$ cat src/rtl/lstm_pkg.sv
`default_nettype none
// ============================================================================
// Module   : lstm_pkg
// Brief    : Shared widths, scheduler state encoding and step-width helper.
// Revision : 1.0
// ============================================================================
package lstm_pkg;

    localparam int W    = 10;
    localparam int FEAT = 8;

    typedef enum logic [2:0] {
        S_IDLE  = 3'd0,
        S_FILL  = 3'd1,
        S_BURST = 3'd2,
        S_WAIT  = 3'd3,
        S_DONE  = 3'd4
    } sched_state_t;

    // Counter width able to hold 0..max_steps inclusive.
    function automatic int calc_step_w(input int max_steps);
        return $clog2(max_steps + 1);
    endfunction

endpackage
`default_nettype wire

$ cat src/rtl/lstm_sample_buf.sv
`default_nettype none
// ============================================================================
// Module   : lstm_sample_buf
// Brief    : FEAT x W sample register file, one write port, async read.
// Revision : 1.0
// ============================================================================
module lstm_sample_buf #(
    parameter int W     = lstm_pkg::W,
    parameter int FEAT  = lstm_pkg::FEAT,
    parameter int PTR_W = 3
) (
    input  logic             clk,
    input  logic             rst,
    input  logic             we,
    input  logic [PTR_W-1:0] wr_ptr,
    input  logic [W-1:0]     wr_data,
    input  logic [PTR_W-1:0] rd_ptr,
    output logic [W-1:0]     rd_data
);

    logic [W-1:0] r_mem [FEAT];

    always_ff @(posedge clk or posedge rst) begin
        if (rst) begin
            for (int i = 0; i < FEAT; i++) begin
                r_mem[i] <= '0;
            end
        end else if (we) begin
            r_mem[wr_ptr] <= wr_data;
        end
    end

    assign rd_data = r_mem[rd_ptr];

endmodule
`default_nettype wire

$ cat src/rtl/lstm_step_sched.sv
`default_nettype none
// ============================================================================
// Module   : lstm_step_sched
// Brief    : Time-step scheduler feeding one lstm_unit and recirculating state.
// Revision : 1.0
// ============================================================================
module lstm_step_sched #(
    parameter int  W         = lstm_pkg::W,
    parameter int  FEAT      = lstm_pkg::FEAT,
    parameter int  MAX_STEPS = 301,
    parameter int  TIMEOUT   = 4096,
    localparam int STEP_W    = lstm_pkg::calc_step_w(MAX_STEPS)
) (
    input  logic              clk,
    input  logic              reset,
    input  logic              start,
    input  logic [STEP_W-1:0] cfg_steps,
    input  logic [W-1:0]      init_a,
    input  logic [W-1:0]      init_c,
    input  logic              s_valid,
    input  logic [W-1:0]      s_data,
    output logic              s_ready,
    output logic              u_load,
    output logic [W-1:0]      u_x,
    output logic [W-1:0]      u_a_prev,
    output logic [W-1:0]      u_c_prev,
    input  logic              u_output_done,
    input  logic [W-1:0]      u_a_next,
    input  logic [W-1:0]      u_c_next,
    output logic              step_valid,
    output logic [STEP_W-1:0] step_idx,
    output logic [W-1:0]      step_a,
    output logic [W-1:0]      step_c,
    output logic              busy,
    output logic              seq_done,
    output logic              err
);
    import lstm_pkg::*;

    localparam int PTR_W = (FEAT > 1) ? $clog2(FEAT) : 1;
    localparam int WD_W  = $clog2(TIMEOUT + 1);
    localparam logic [PTR_W-1:0] c_last_ptr = PTR_W'(FEAT - 1);
    localparam logic [WD_W-1:0]  c_wd_last  = WD_W'(TIMEOUT - 1);

    sched_state_t      r_state, w_next;
    logic [STEP_W-1:0] r_cfg_steps, r_step_cnt, r_step_idx;
    logic [W-1:0]      r_a, r_c, r_step_a, r_step_c, w_rd_data;
    logic [PTR_W-1:0]  r_wr_ptr, r_rd_ptr;
    logic [WD_W-1:0]   r_wdog;
    logic              r_err, r_step_valid, r_seq_done;
    logic              w_start_ok, w_accept, w_capture, w_timeout;
    logic              w_last_wr, w_last_rd, w_last_step;
    logic [STEP_W:0]   w_step_inc;

    assign w_start_ok  = start && (r_state == S_IDLE);
    assign w_accept    = s_valid && (r_state == S_FILL);
    assign w_capture   = u_output_done && (r_state == S_WAIT);
    assign w_timeout   = (r_state == S_WAIT) && !u_output_done && (r_wdog == c_wd_last);
    assign w_last_wr   = (r_wr_ptr == c_last_ptr);
    assign w_last_rd   = (r_rd_ptr == c_last_ptr);
    assign w_step_inc  = {1'b0, r_step_cnt} + (STEP_W + 1)'(1);
    assign w_last_step = (w_step_inc == {1'b0, r_cfg_steps});

    lstm_sample_buf #(
        .W     (W),
        .FEAT  (FEAT),
        .PTR_W (PTR_W)
    ) u_buf (
        .clk     (clk),
        .rst     (reset),
        .we      (w_accept),
        .wr_ptr  (r_wr_ptr),
        .wr_data (s_data),
        .rd_ptr  (r_rd_ptr),
        .rd_data (w_rd_data)
    );

    always_ff @(posedge clk or posedge reset) begin
        if (reset) begin
            r_state <= S_IDLE;
        end else begin
            r_state <= w_next;
        end
    end

    always_comb begin
        w_next = r_state;
        case (r_state)
            S_IDLE:  if (start) w_next = (cfg_steps == '0) ? S_DONE : S_FILL;
            S_FILL:  if (w_accept && w_last_wr) w_next = S_BURST;
            S_BURST: if (w_last_rd) w_next = S_WAIT;
            S_WAIT: begin
                if (w_capture) begin
                    w_next = w_last_step ? S_DONE : S_FILL;
                end else if (w_timeout) begin
                    w_next = S_IDLE;
                end
            end
            S_DONE:  w_next = S_IDLE;
            default: w_next = S_IDLE;
        endcase
    end

    always_ff @(posedge clk or posedge reset) begin
        if (reset) begin
            r_cfg_steps  <= '0;
            r_step_cnt   <= '0;
            r_step_idx   <= '0;
            r_a          <= '0;
            r_c          <= '0;
            r_step_a     <= '0;
            r_step_c     <= '0;
            r_wr_ptr     <= '0;
            r_rd_ptr     <= '0;
            r_wdog       <= '0;
            r_err        <= 1'b0;
            r_step_valid <= 1'b0;
            r_seq_done   <= 1'b0;
        end else begin
            r_step_valid <= 1'b0;
            r_seq_done   <= (r_state == S_DONE);
            if (w_start_ok) begin
                r_cfg_steps <= cfg_steps;
                r_a         <= init_a;
                r_c         <= init_c;
                r_step_cnt  <= '0;
                r_err       <= 1'b0;
                r_wr_ptr    <= '0;
                r_rd_ptr    <= '0;
                r_wdog      <= '0;
            end
            if (w_accept) begin
                r_wr_ptr <= w_last_wr ? '0 : r_wr_ptr + PTR_W'(1);
            end
            if (r_state == S_BURST) begin
                r_rd_ptr <= w_last_rd ? '0 : r_rd_ptr + PTR_W'(1);
                r_wdog   <= '0;
                // Unit result arriving mid-burst is a protocol violation; keep going.
                if (u_output_done) begin
                    r_err <= 1'b1;
                end
            end
            if (r_state == S_WAIT) begin
                if (w_capture) begin
                    r_a          <= u_a_next;
                    r_c          <= u_c_next;
                    r_step_a     <= u_a_next;
                    r_step_c     <= u_c_next;
                    r_step_idx   <= r_step_cnt;
                    r_step_valid <= 1'b1;
                    r_step_cnt   <= w_step_inc[STEP_W-1:0];
                end else if (w_timeout) begin
                    r_err <= 1'b1;
                end else begin
                    r_wdog <= r_wdog + WD_W'(1);
                end
            end
        end
    end

    assign s_ready    = (r_state == S_FILL);
    assign u_load     = (r_state == S_BURST);
    assign u_x        = w_rd_data;
    assign u_a_prev   = r_a;
    assign u_c_prev   = r_c;
    assign step_valid = r_step_valid;
    assign step_idx   = r_step_idx;
    assign step_a     = r_step_a;
    assign step_c     = r_step_c;
    assign busy       = (r_state != S_IDLE);
    assign seq_done   = r_seq_done;
    assign err        = r_err;

endmodule
`default_nettype wire

$ cat config.mk
export PLATFORM = sky130hd
export DESIGN_NAME = lstm_step_sched
export DESIGN_NICKNAME = d
export VERILOG_FILES = /design/src/rtl/lstm_pkg.sv /design/src/rtl/lstm_sample_buf.sv /design/src/rtl/lstm_step_sched.sv
export SDC_FILE = /design/constraint.sdc
export NUM_CORES = 1
export LEC_CHECK = 0
export CELL_PAD_IN_SITES_DETAIL_PLACEMENT = 0
export CELL_PAD_IN_SITES_GLOBAL_PLACEMENT = 1
export CORE_MARGIN = 4
export CORE_UTILIZATION = 30
export CTS_BUF_LIST = sky130_fd_sc_hd__clkbuf_4 sky130_fd_sc_hd__clkbuf_8
export CTS_CLUSTER_DIAMETER = 150
export DETAILED_ROUTE_END_ITERATION = 12
export PLACE_DENSITY = 0.7
export SLEW_MARGIN = 20
export SYNTH_ARGS = -nofsm -noshare
export SYNTH_HDL_FRONTEND = slang
export SYNTH_SLANG_ARGS = --single-unit
$ cat constraint.sdc
create_clock -name clk -period 5.6 [get_ports clk]
set_clock_uncertainty 0.1 [all_clocks]
set_input_delay 0.84 -clock clk [delete_from_list [all_inputs] [get_ports clk]]
set_output_delay 0.84 -clock clk [all_outputs]
set_load 0.05 [all_outputs]
# Word-level counts from Yosys, hierarchy flattened
# Cells that the tools add are included.
# Widths: inputs -> output; s select.
# word_totals
memories	0
reg_bits	172
romBits	0
out_inout_bits	65
ramBits	0
latch_bits	0
# classes
reduce_logical	15
bitwise_logic	2
eq_ne	12
div_mod_pow	0
mul	0
add_sub_neg	4
order_cmp	3
mux	41
shift	0
# ops
operator	n
$mux 10	9
$bwmux 80	1
$mux 13	5
$mux 3	12
$bmux 10 s3	1
$demux 10 s3	1
$mux 9	3
$add 13x1->13 const B	1
$eq 13x12->1 const B	1
$pmux 3 s4	1
$add 9x1->10 const B	1
$eq 10x9->1	1
$eq 3x3->1 const B	3
$logic_not 9->1	1
$ge 4x4->1 const B	2
$mux 1	8
$not 3->4	2
$logic_and 1x1->1	7
$add 3x1->3 const B	2
$eq 3x2->1 const B	2
$lt 4x1->1 const B	1
$ne 2x1->1 const B	2
$reduce_and 4->1	1
$reduce_bool 2->1	2
7 further kinds	7

# Logic depth before layout (Yosys ltp)
# Gate-level depths: netlist of the first run.
# logic_depth
depth_word	8
depth_mapped	8

# By module
# From an unflattened synthesis of the first run, not the netlist that was laid out.
# hier_totals
cells_unflattened	649
area_unflattened_um2	7920.1
# by_module_without_submodules
mod	area_per_inst_um2	instances	cells_each
lstm_step_sched	4281.6	1	438
lstm_sample_buf	3638.5	1	211

# Worst setup path before layout of the first run
# No wires, ideal clock.
# synth_path
path_kind	register to output
startpoint	register r_state[0]
endpoint	output s_ready
slack_ps	2970
t_arrival_ps	1690
t_required_ps	4660
path_stages_with_launch	4
path_buffers	1
cell_sequence	dfrtp_1 -> buf_2 -> inv_1 -> nor3_1
# synth_between
elab_chain_len	1
# synth_rtl
item	line	text
start: declaration	lstm_step_sched.sv:45	sched_state_t r_state, w_next;
start signal: assignment	lstm_step_sched.sv:82	r_state <= w_next;
$eq 3x1->1	lstm_step_sched.sv:161	assign s_ready = (r_state == S_FILL);
end: declaration	lstm_step_sched.sv:22	output logic s_ready,
# No other way between the ends.

# Worst setup path in the final report of the first run
# layout_path
startpoint	register r_rd_ptr[1]
endpoint	output u_x[2]
# layout_between
elab_chain_len	4
# layout_rtl
item	line	text
start: declaration	lstm_step_sched.sv:48	logic [PTR_W-1:0] r_wr_ptr, r_rd_ptr;
start signal: assignment	lstm_step_sched.sv:136	r_rd_ptr <= w_last_rd ? '0 : r_rd_ptr + PTR_W'(1);
$not 3->4 (implied by the code)	lstm_sample_buf.sv:33	assign rd_data = r_mem[rd_ptr];
$bmux 10 s3	lstm_sample_buf.sv:33	
$mux 10 (implied by the code) (2 in a row)	lstm_sample_buf.sv:33	
end: declaration	lstm_step_sched.sv:24	output logic [W-1:0] u_x,
# No other way between the ends. The select of a mux whose other input is x is not followed.

==> results of run 1 <==
-- routing by layer --
metal  GRT usage  wire length (um)
met1       0.165              8360
met2       0.216              8940
met3      0.0478              1200
met4      0.0205               178
met5           0                 0
-- area by class of cell --
class                   instances  area (um2)
flip-flops and latches        172        4300
fillers                      2603       16100
clock inverters                15         170
repair buffers                136        1350
well taps                     335         419
inverters                       8        33.8
multi-input cells             455        3430
clock buffers                  17         234
-- sequential cells by signal (all words and copies together), names as in the netlist, 3 cells and up --
name,flops
r_cfg_steps,9
r_rd_ptr,3
r_state,3
r_step_cnt,9
r_wdog,13
r_wr_ptr,3
step_a,10
step_c,10
step_idx,9
u_a_prev,10
u_buf.r_mem,80
u_c_prev,10
-- kinds of logic after synthesis --
| logic type | Yosys count | synth area share |
|---|---|---|
| multiplexers | 131 | 0.211 |
| XOR/XNOR | 10 | 0.0110 |
| buffers and inverters | 47 | 0.0286 |
| flip-flops | 172 | 0.541 |
| AO/OA/AOI/OAI | 89 | 0.0703 |
| AND/OR/NAND/NOR | 219 | 0.129 |
| adder cells (fa/ha/maj) | 6 | 0.00944 |
-- worst reg2reg max path: cells and delay by family (launching register included) --
family,cells,cell delay (ns)
buf+inv,3,0.84
simple gates,2,0.71
flops,1,0.55
compound gates,2,0.27
-- final timing paths --
check	slack [ns]	depth (start not counted)	to	startpoint
min in group asynchronous	0.89	3	r_wdog[10]	reset
worst min-delay path	0.38	2	step_idx[0]	step_idx[0]
max in group asynchronous	3.80	3	step_c[1]	reset
worst min register to register	0.38	2	step_idx[0]	step_idx[0]
worst max-delay path	1.80	3	u_x[2]	r_rd_ptr[1]
worst max register to register	3.05	7	r_step_cnt[7]	r_state[2]
-- stage by stage --
stage                     hold slack [ns]  cell area [um2]  power, mW  instances  setup WS [ns]
after floorplan                     0.353             7960       3.58        674           2.46
after global placement              0.357             9540       4.29       1106           2.29
after detailed placement            0.362             9540       4.32       1106           2.26
after CTS                           0.386             9940       5.23       1138           1.75
after global routing                0.409             9940       5.47       1138           1.68
final                               0.379             9940       5.15       1138           1.80
-- cell usage after synthesis, drive strengths merged (2+ instances only) --
cell       n
nor2      26
o211ai     3
nand2    133
nor4b      2
dfrtp    172
xnor2      8
nand4      3
clkbuf    15
and3       6
a21oi      9
or3        2
nand3b     3
o21bai     2
mux2      91
o21a       4
nand3     14
buf       24
mux2i     20
a41oi      2
nand2b     2
nor3      10
o31ai      2
or4        2
xor2       2
nand4b     3
ha         6
o41ai      2
a22o       4
inv        8
mux4      20
a31oi      3
nor3b      5
a2111oi    2
o21ai     49
and4       3
-- power by group --
| part | leakage [nW] | internal, mW | switching (mW) | total (mW) |
|---|---|---|---|---|
| clock | 0.201 | 0.340 | 0.543 | 0.883 |
| sequential | 2.24 | 1.64 | 0.281 | 1.93 |
| combinational | 1.92 | 0.967 | 1.37 | 2.34 |
| total | 4.36 | 2.95 | 2.20 | 5.15 |
-- cell usage in the layout (no fill, tap or decap), types with 3 or more instances in the layout --
cell type,netlist,layout
buf_4,4,7
nor2_1,25,25
a21oi_1,9,9
clkdlybuf4s50_1,0,128
nand3b_1,3,3
mux2i_1,20,20
inv_6,0,4
o21a_1,4,4
ha_1,6,6
and3_1,6,6
nand3_1,13,13
a31oi_1,3,3
mux4_2,20,20
clkinv_8,0,4
nor3_1,9,9
xnor2_1,8,8
inv_1,7,6
nand4b_1,3,3
mux2_2,91,91
o211ai_1,3,3
inv_8,0,4
dfrtp_1,172,172
and4_1,3,3
nand2_1,133,133
clkbuf_8,0,17
o21ai_0,49,49
nor3b_1,5,5
a22o_1,4,4
==> results by group, run 1 <==
Run
  • Max_cap viols: 0

Global route
  • Overall routing resource usage: 0.130
  • Largest net degree at the start of global routing: about 170
  • Initial antenna violation count: 0
  • Grt ovf: 0
  • Vias in the first global route: about 5700
  • Wire length of the first global-routing pass: between 30000 and 40000 um

Worst setup path
  • CP Launch Type: flip-flop
  • Largest stage delay, worst path: around 0.99 ns
  • WP data required: 4.66 ns
  • Cell family with most CP delay: flip-flops
  • Critical path class: flip-flop to output pin
  • Buf/Inv on CP: 1
  • Worst path slowest cell: dfrtp_1
  • Worst Setup End Kind: output pin
  • Critical path peak fanout: 22
  • Worst EP arrival: approximately 2.9 ns
  • Crit-path cells: mux4_2, mux2_2, clkdlybuf4s50_1

Clock network
  • Clk sink count: 172
  • Post-cts sizing count: 0
  • Setup Buffers After CTS: 0
  • CTS Buffer Depth: 2
  • Hold-fix buffers, CTS: 0
  • CTS tree: done
  • Root Buffer: clkbuf_8
  • Cts bufs inserted: 17
  • H-tree depth: 4
  • Clock latency on the worst-skew pair: about 0.46 ns
  • Clock slew at reported path FFs: roughly 0.090 ns

Logic synthesis
  • Asr flop ratio synth: 1.00
  • Syn Inst Count: 674
  • Synth cell types: 58
  • Yosys synthesis warning count: 0
  • Synth Register Bits: 172
  • Seq/Total Area, Yosys: 0.541
  • Top_reg_cell synth: dfrtp_1
  • Dominant cells by area after synthesis: dfrtp_1 54%, mux2_2 13%, nand2_1 6.3%
  • Syn Area/Cell: roughly 12 um2
  • Synth area leader: dfrtp_1
  • Yosys top cell area share: 0.541
  • Mapped Area: 7950 um2
  • Post-synth EDFFs: 0
  • Net Count, Synth: 744

Power and ir drop
  • Peak supply drop: 0.378 mV
  • Static leakage: approximately 4.4 nW
  • Pwr dens: between 500 and 600 nW/um2

Timing
  • Crit path time final: 3.80 ns
  • RSZ-0062 raised after global routing: no
  • Max Slew Vio Count: 0
  • Setup TNS: 0 ns
  • Headroom to the max-slew limit: 0.345
  • Final Hold Fails: 0
  • F_max: between 200 and 300 MHz
  • Crit share post-route: 0.678
  • Setup violations, final: 0
  • Worst-Margin Slew: 0.982 ns

Routing
  • Routed via count: between 5000 and 6000
  • DR WL/cell: 16.4 um
  • DR iter-0 viols: 240
  • Post-Route WL: 18700 um
  • DRT antenna net count: 0
  • Vias/cell: 4.87
  • Remaining routing DRC violations: 0
  • Drt pass-1 iters: 4

Place
  • Dpl hpwl: 12200 um
  • GPL Wtd Cong: 0.730
  • # port buffers: 128

Layout
  • Finished Core Util: 0.381
  • Share of cells above drive strength 1: 0.203
  • Fin nets: between 800 and 900
  • Number of antenna diodes: 0
  • Area delta synth->final: 25.0%

Die
  • DIE HEIGHT: roughly 170 um
  • Chip width: ~170 um
  • Row cnt: 59
  • Ports: 129
  • Die ar.: approximately 29000 um2
  • Core area: 26100 um2
  • Starting Density: 0.305

Hold path
  • HP Class: flip-flop to flip-flop

Outcome
  • Outcome: complete, no violations
Note: power is estimated with default switching activity, not from simulation.
==> run 2, diff against run 1 <==
Settings changed: PLACE_DENSITY 0.7 to 0.68.
Clock period 5.6 ns to 3.53 ns, I/O delays scaled along.
==> run 2 against run 1 <==
Sequential power up 57%. Flip-flop and latch count unchanged. Register-to-register slack worse by 2.0 ns. Sequential share of layout area down 0.20 points. Design area up 0.45%. Global-route usage up 0.22 points. Power up 61%. Non-clock buffer count up 4. Hold slack worse by 0.0043 ns. Clock power up 74%. Critical path type unchanged. First-iteration DRC count up 4.2%. Largest power group unchanged.
==> results by group, run 2 (synthesized netlist as in run 1, its figures left out) <==
Outcome
  • Outcome: complete, no violations (unchanged)

Power and ir drop
  • Static leakage: 4.41 nW (was 4.36 nW)
  • Pwr dens: 832 nW/um2 (was 518 nW/um2)
  • Peak supply drop: 0.564 mV (was 0.378 mV)
  • Final Total Pwr: 8.30 mW (was 5.15 mW)

Layout
  • Finished Core Util: 0.383 (was 0.381)
  • Area delta synth->final: 25.6% (was 25.0%)
  • Number of antenna diodes: 0 (unchanged)
  • Commonest cells after routing, fill and taps aside: 172 x dfrtp_1, 133 x nand2_1, 118 x clkdlybuf4s50_1 (was 172 x dfrtp_1, 133 x nand2_1, 128 x clkdlybuf4s50_1)
  • Leading cell type in the layout, fill and taps excluded: dfrtp_1 (unchanged)
  • Largest register by flop count: u_buf.r_mem (unchanged)
  • Top flop regs: u_buf.r_mem (80), r_wdog (13) (unchanged)
  • Share of cells above drive strength 1: 0.220 (was 0.203)
  • Fin nets: 864 (was 860)
  • Max reg flops: 80 (unchanged)

Routing
  • Drt pass-1 iters: 4 (unchanged)
  • DRT antenna net count: 0 (unchanged)
  • Vias/cell: 4.79 (was 4.87)
  • DR iter-0 viols: 250 (was 240)
  • Routed via count: 5470 (was 5543)
  • Post-Route WL: 18800 um (was 18700 um)
  • Remaining routing DRC violations: 0 (unchanged)
  • DR WL/cell: 16.5 um (was 16.4 um)

Clock network
  • Clk sink count: 172 (unchanged)
  • Setup Buffers After CTS: 0 (unchanged)
  • Hold-fix buffers, CTS: 0 (unchanged)
  • H-tree depth: 4 (unchanged)
  • Post-cts sizing count: 0 (unchanged)
  • Clock latency on the worst-skew pair: 0.46 ns (about the same)
  • Root Buffer: clkbuf_8 (unchanged)
  • CTS tree: done (unchanged)
  • Cts bufs inserted: 17 (unchanged)
  • Clock slew at reported path FFs: 0.10 ns (was 0.09 ns)
  • CTS Buffer Depth: 2 (unchanged)

Worst setup path
  • Worst Setup End Kind: output pin (unchanged)
  • WP data required: 2.90 ns (was 4.66 ns)
  • Critical path peak fanout: 11 (was 22)
  • CP Launch Type: flip-flop (unchanged)
  • Setup slack, reg-to-reg: 1.01 ns (was 3.05 ns)
  • Worst EP arrival: 2.42 ns (was 2.86 ns)
  • Critical path class: flip-flop to output pin (unchanged)

Place
  • GPL Wtd Cong: 0.772 (was 0.730)
  • # port buffers: 128 (unchanged)
  • Dpl hpwl: 12500 um (was 12200 um)

Global route
  • GR Layer Usage met3: 0.0453 (was 0.0478)
  • Initial antenna violation count: 0 (unchanged)
  • Overall routing resource usage: 0.132 (was 0.130)
  • Met2 usage: 0.215 (was 0.216)
  • Largest net degree at the start of global routing: 101 (was 173)
  • Vias in the first global route: 5744 (was 5677)
  • Wire length of the first global-routing pass: 30800 um (was 30300 um)
  • Grt ovf: 0 (unchanged)
  • Gr busiest metal: met2 (unchanged)
  • Met1 Usage GRT: 0.170 (was 0.165)

Die
  • DIE HEIGHT: 171 um (unchanged)
  • Starting Density: 0.305 (unchanged)
  • Die ar.: 29200 um2 (unchanged)
  • Row cnt: 59 (unchanged)
  • Ports: 129 (unchanged)
  • Chip width: 171 um (unchanged)
  • Core area: 26100 um2 (unchanged)

Timing
  • RSZ-0062 raised after global routing: no (unchanged)
  • Setup violations, final: 0 (unchanged)
  • F_max: between 300 and 400 MHz
  • Worst-Margin Slew: 0.947 ns (was 0.982 ns)
  • Headroom to the max-slew limit: 0.368 (was 0.345)
  • Crit path time final: between 3 and 4 ns
  • Final Hold Fails: 0 (unchanged)
  • Crit share post-route: 0.865
  • Max Slew Vio Count: 0 (unchanged)
  • Setup TNS: 0 ns (unchanged)

Hold path
  • HP Class: flip-flop to flip-flop (unchanged)

Run
  • Max_cap viols: 0 (unchanged)
[run 2: cell types whose count changed in the layout (fill, tap and decap cells not counted), sizes merged]
cell / previous run / this run
buf: 8 / 22
bufinv: 0 / 3
clkdlybuf4s50: 128 / 118
clkbuf: 17 / 23
inv: 15 / 9
clkinv: 6 / 2
[run 2: through the flow]
| stage | cells | hold WS [ns] | area (um2) | setup WS [ns] |
|---|---|---|---|---|
| floorplan | 674 | 0.353 | 7960 | 0.704 |
| CTS | 1141 | 0.382 | 9990 | 0.425 |
| global route | 1141 | 0.401 | 9990 | 0.338 |
| global placement | 1110 | 0.357 | 9550 | 0.867 |
| detailed placement | 1110 | 0.361 | 9550 | 0.805 |
| finish | 1141 | 0.375 | 9990 | 0.476 |
[run 2: worst max-delay path, cell delays in order, from the launching register on]
cell             delay [ns]
dfrtp_1                0.55
or3b_4                 0.45
inv_2                  0.14
clkdlybuf4s50_1        0.82
[run 2: power breakdown]
part / total, mW / switching [mW] / internal (mW)
registers: 3.03 / 0.415 / 2.61
logic: 3.74 / 2.24 / 1.51
clock network: 1.54 / 0.731 / 0.805
total: 8.30 / 3.38 / 4.92
[run 2: worst paths after layout]
kind | startpoint | end | cells after the start
worst max-delay path | r_state[1] | u_load | 3
max in group asynchronous | reset | u_c_prev[8] | 3
worst min-delay path | step_a[5] | step_a[5] | 2
worst min register to register | step_a[5] | step_a[5] | 2
worst max register to register | r_wr_ptr[1] | r_state[0] | 7
min in group asynchronous | reset | u_buf.r_mem[68] | 3
[run 2: metal layers]
metal | share of wire | routed length [um]
met5 | 0 | 0
met4 | 0.0085 | 160
met3 | 0.059 | 1110
met2 | 0.47 | 8920
met1 | 0.46 | 8630
[run 2: area by class of cell]
| cell class | count | area (um2) |
|---|---|---|
| clock inverter | 8 | 129 |
| multi-input combinational | 455 | 3430 |
| sequential | 172 | 4300 |
| fill | 2533 | 16100 |
| clock buffer | 23 | 310 |
| timing repair buffer | 140 | 1360 |
| tap | 335 | 419 |
| inverter | 8 | 33.8 |
==> run 3, diff against run 2 <==
Settings changed: CAP_MARGIN set to 20, PLACE_DENSITY 0.68 to 0.67, SYNTH_HIERARCHICAL set to 1.
==> run 3 against run 2 <==
Critical endpoint is now u_x[3]. Count of clock-buffer cells in the layout down 4. Sequential share of layout area unchanged. Sequential power about the same. Critical path depth up 1. Core utilization up 0.11 points. Combinational power down 20%. Largest cell class unchanged. Worst setup slack worse by 0.30 ns. Hold slack better by 0.0035 ns. Via count down 1.6%. Routed wire length up 2.8%.
==> results by group, run 3 <==
Outcome
  • Outcome: complete, no violations (unchanged)

Timing
  • Setup TNS: 0 ns (unchanged)
  • Max Slew Vio Count: 0 (unchanged)
  • Crit share post-route: 0.949 (was 0.865)
  • Worst-Margin Slew: 0.700 ns (was 0.947 ns)
  • Setup violations, final: 0 (unchanged)
  • Crit path time final: 3.35 ns (was 3.05 ns)
  • RSZ-0062 raised after global routing: no (unchanged)
  • Headroom to the max-slew limit: 0.531 (was 0.368)
  • F_max: 298 MHz (was 327 MHz)
  • Final Hold Fails: 0 (unchanged)

Place
  • # port buffers: 128 (unchanged)
  • Dpl hpwl: 13100 um (was 12500 um)
  • Dpl cell area: 9580 um2 (was 9550 um2)
  • GPL Wtd Cong: 0.732 (was 0.772)

Global route
  • Largest net degree at the start of global routing: 81 (was 101)
  • Overall routing resource usage: 0.138 (was 0.132)
  • Vias in the first global route: 5611 (was 5744)
  • Gr busiest metal: met2 (unchanged)
  • Wire length of the first global-routing pass: 31500 um (was 30800 um)
  • Met1 Usage GRT: 0.180 (was 0.170)
  • Grt ovf: 0 (unchanged)
  • Initial antenna violation count: 0 (unchanged)
  • GR Layer Usage met3: 0.0616 (was 0.0453)
  • Met2 usage: 0.212 (was 0.215)

Clock network
  • CTS Buffer Depth: 2 (unchanged)
  • H-tree depth: 4 (unchanged)
  • Cts bufs inserted: 17 (unchanged)
  • Setup Buffers After CTS: 0 (unchanged)
  • Clk sink count: 172 (unchanged)
  • Post-cts sizing count: 0 (unchanged)
  • Root Buffer: clkbuf_8 (unchanged)
  • Hold-fix buffers, CTS: 0 (unchanged)
  • Clock slew at reported path FFs: 0.09 ns (was 0.10 ns)
  • Clock latency on the worst-skew pair: 0.46 ns (about the same)
  • CTS tree: done (unchanged)

Routing
  • DRT antenna net count: 0 (unchanged)
  • DR iter-0 viols: 269 (was 250)
  • Remaining routing DRC violations: 0 (unchanged)
  • Vias/cell: 4.81 (was 4.79)
  • Post-Route WL: 19400 um (was 18800 um)
  • Routed via count: 5381 (was 5470)
  • DR WL/cell: 17.3 um (was 16.5 um)
  • Drt pass-1 iters: 4 (unchanged)

Layout
  • Finished Core Util: 0.384 (was 0.383)
  • Fin nets: 841 (was 864)
  • Multi-input logic area: 3400 um2 (was 3430 um2)
  • # fillers: 2590 (was 2533)
  • Register area: 4300 um2 (unchanged)
  • Area delta synth->final: 26.1% (was 25.6%)
  • Commonest cells after routing, fill and taps aside: 172 x dfrtp_1, 127 x clkdlybuf4s50_1, 121 x nand2_1 (was 172 x dfrtp_1, 133 x nand2_1, 118 x clkdlybuf4s50_1)
  • Leading cell type in the layout, fill and taps excluded: dfrtp_1 (unchanged)
  • Largest register by flop count: u_buf/r_mem (was u_buf.r_mem)
  • Share of cells above drive strength 1: 0.189 (was 0.220)
  • Top flop regs: u_buf/r_mem (80), r_wdog (13) (was u_buf.r_mem (80), r_wdog (13))
  • Max reg flops: 80 (unchanged)
  • Number of antenna diodes: 0 (unchanged)
  • Design area: 9990 um2 (unchanged)

Worst setup path
  • Worst EP arrival: 2.72 ns (was 2.42 ns)
  • CP Launch Type: flip-flop (unchanged)
  • R2r startpoint: r_state[0] (was r_wr_ptr[1])
  • Setup crit end: u_x[3] (was u_load)
  • Critical path peak fanout: 18 (was 11)
  • R2r endpoint: u_buf/r_mem[40] (was r_state[0])
  • Worst Setup End Kind: output pin (unchanged)
  • R2r worst-path depth: 5 (was 7)
  • Worst setup path start: r_rd_ptr[0] (was r_state[1])
  • Setup slack, reg-to-reg: 0.90 ns (was 1.01 ns)
  • WP data required: 2.90 ns (about the same)
  • Critical path class: flip-flop to output pin (unchanged)

Logic synthesis
  • Commonest cells in the netlist: 172 x dfrtp_1, 121 x nand2_1, 70 x mux2_2 (was 172 x dfrtp_1, 133 x nand2_1, 91 x mux2_2)
  • Synth area leader: dfrtp_1 (unchanged)
  • Count leader, synth: dfrtp_1 (unchanged)
  • Yosys top cell area share: 0.543 (was 0.541)
  • Yosys synthesis warning count: 6 (was 0)
  • Syn Area/Cell: 12.2 um2 (was 11.8 um2)
  • Seq/Total Area, Yosys: 0.543 (was 0.541)
  • Synth Register Bits: 172 (unchanged)
  • Post-synth EDFFs: 0 (unchanged)
  • Synth cell types: 53 (was 58)
  • Syn Inst Count: 649 (was 674)
  • Net Count, Synth: 719 (was 744)
  • Mapped Area: 7920 um2 (was 7950 um2)
  • Asr flop ratio synth: 1.00 (unchanged)
  • Top_reg_cell synth: dfrtp_1 (unchanged)
  • Dominant cells by area after synthesis: dfrtp_1 54%, mux2_2 10%, nand2_1 5.7% (was dfrtp_1 54%, mux2_2 13%, nand2_1 6.3%)

Die
  • Die ar.: 29100 um2 (was 29200 um2)
  • Core area: 26000 um2 (was 26100 um2)
  • DIE HEIGHT: 170 um (was 171 um)
  • Starting Density: 0.305 (about the same)
  • Chip width: 170 um (was 171 um)
  • Ports: 129 (unchanged)
  • Row cnt: 59 (unchanged)

Power and ir drop
  • Pwr dens: 751 nW/um2 (was 832 nW/um2)
  • Final Total Pwr: 7.50 mW (was 8.30 mW)
  • Static leakage: 4.43 nW (was 4.41 nW)
  • Peak supply drop: 0.503 mV (was 0.564 mV)

Hold path
  • HP Class: flip-flop to flip-flop (unchanged)

Run
  • Max_cap viols: 0 (unchanged)
-- run 3: cell count changes after synthesis, moves of 4 or more --
cell      before  now
nand2_1      133  121
o21ai_0       49   40
mux2_2        91   70
nor2_1        25   13
mux2_1         0   27
mux2i_1       20   29
a211oi_1       0    4
-- run 3: how the worst min path moves through the flow --
stage	end	cells after the start	slack [ns]	startpoint
after floorplan	r_wdog[11]	1	0.34	r_wdog[11]
after global placement	step_a[0]	2	0.36	step_a[0]
after detailed placement	step_c[7]	2	0.36	step_c[7]
after CTS	step_a[4]	2	0.39	step_a[4]
after global routing	step_idx[0]	2	0.41	step_idx[0]
final	step_a[4]	2	0.38	step_a[4]
-- run 3: routing by layer --
layer | vias up | part of all wire
met4 | 0 | 0.0097
met3 | 11 | 0.089
met1 | 2664 | 0.44
met5 | - | 0
met2 | 142 | 0.46
li1 | 2564 | -
-- run 3: per-stage QoR --
step | hold slack, ns | cells | setup slack, ns
after detailed placement | 0.362 | 1087 | 0.630
final | 0.378 | 1119 | 0.178
after floorplan | 0.345 | 649 | 0.223
after global routing | 0.405 | 1119 | 0.0433
after CTS | 0.385 | 1119 | 0.117
after global placement | 0.358 | 1087 | 0.649
-- run 3: final cells by class --
class	instances	area share
Clock buffer	19	0.0256
Clock inverter	13	0.0153
Inverter	8	0.00326
Multi-Input combinational cell	431	0.340
Sequential cell	172	0.431
Tap cell	335	0.0420
Timing Repair Buffer	141	0.143
-- run 3: logic make-up after synthesis --
family,count (synthesis),share of synthesized area
flops,172,0.543
fa+ha+maj,6,0.00948
buf+inv,46,0.0288
simple gates,192,0.116
mux,147,0.234
xor+xnor,9,0.00995
compound gates,77,0.0583
-- run 3: report_power, final --
group	internal [mW]	switching, mW	leakage (nW)
logic	1.31	1.70	1.98
registers	2.63	0.411	2.25
clock network	0.675	0.782	0.204
total	4.61	2.89	4.43
-- run 3: worst max-delay path, cell delays in order (launching register included) --
cell	delay, ns
dfrtp_1	0.56
buf_12	0.23
mux4_2	0.50
mux2_2	0.28
clkdlybuf4s50_1	0.70
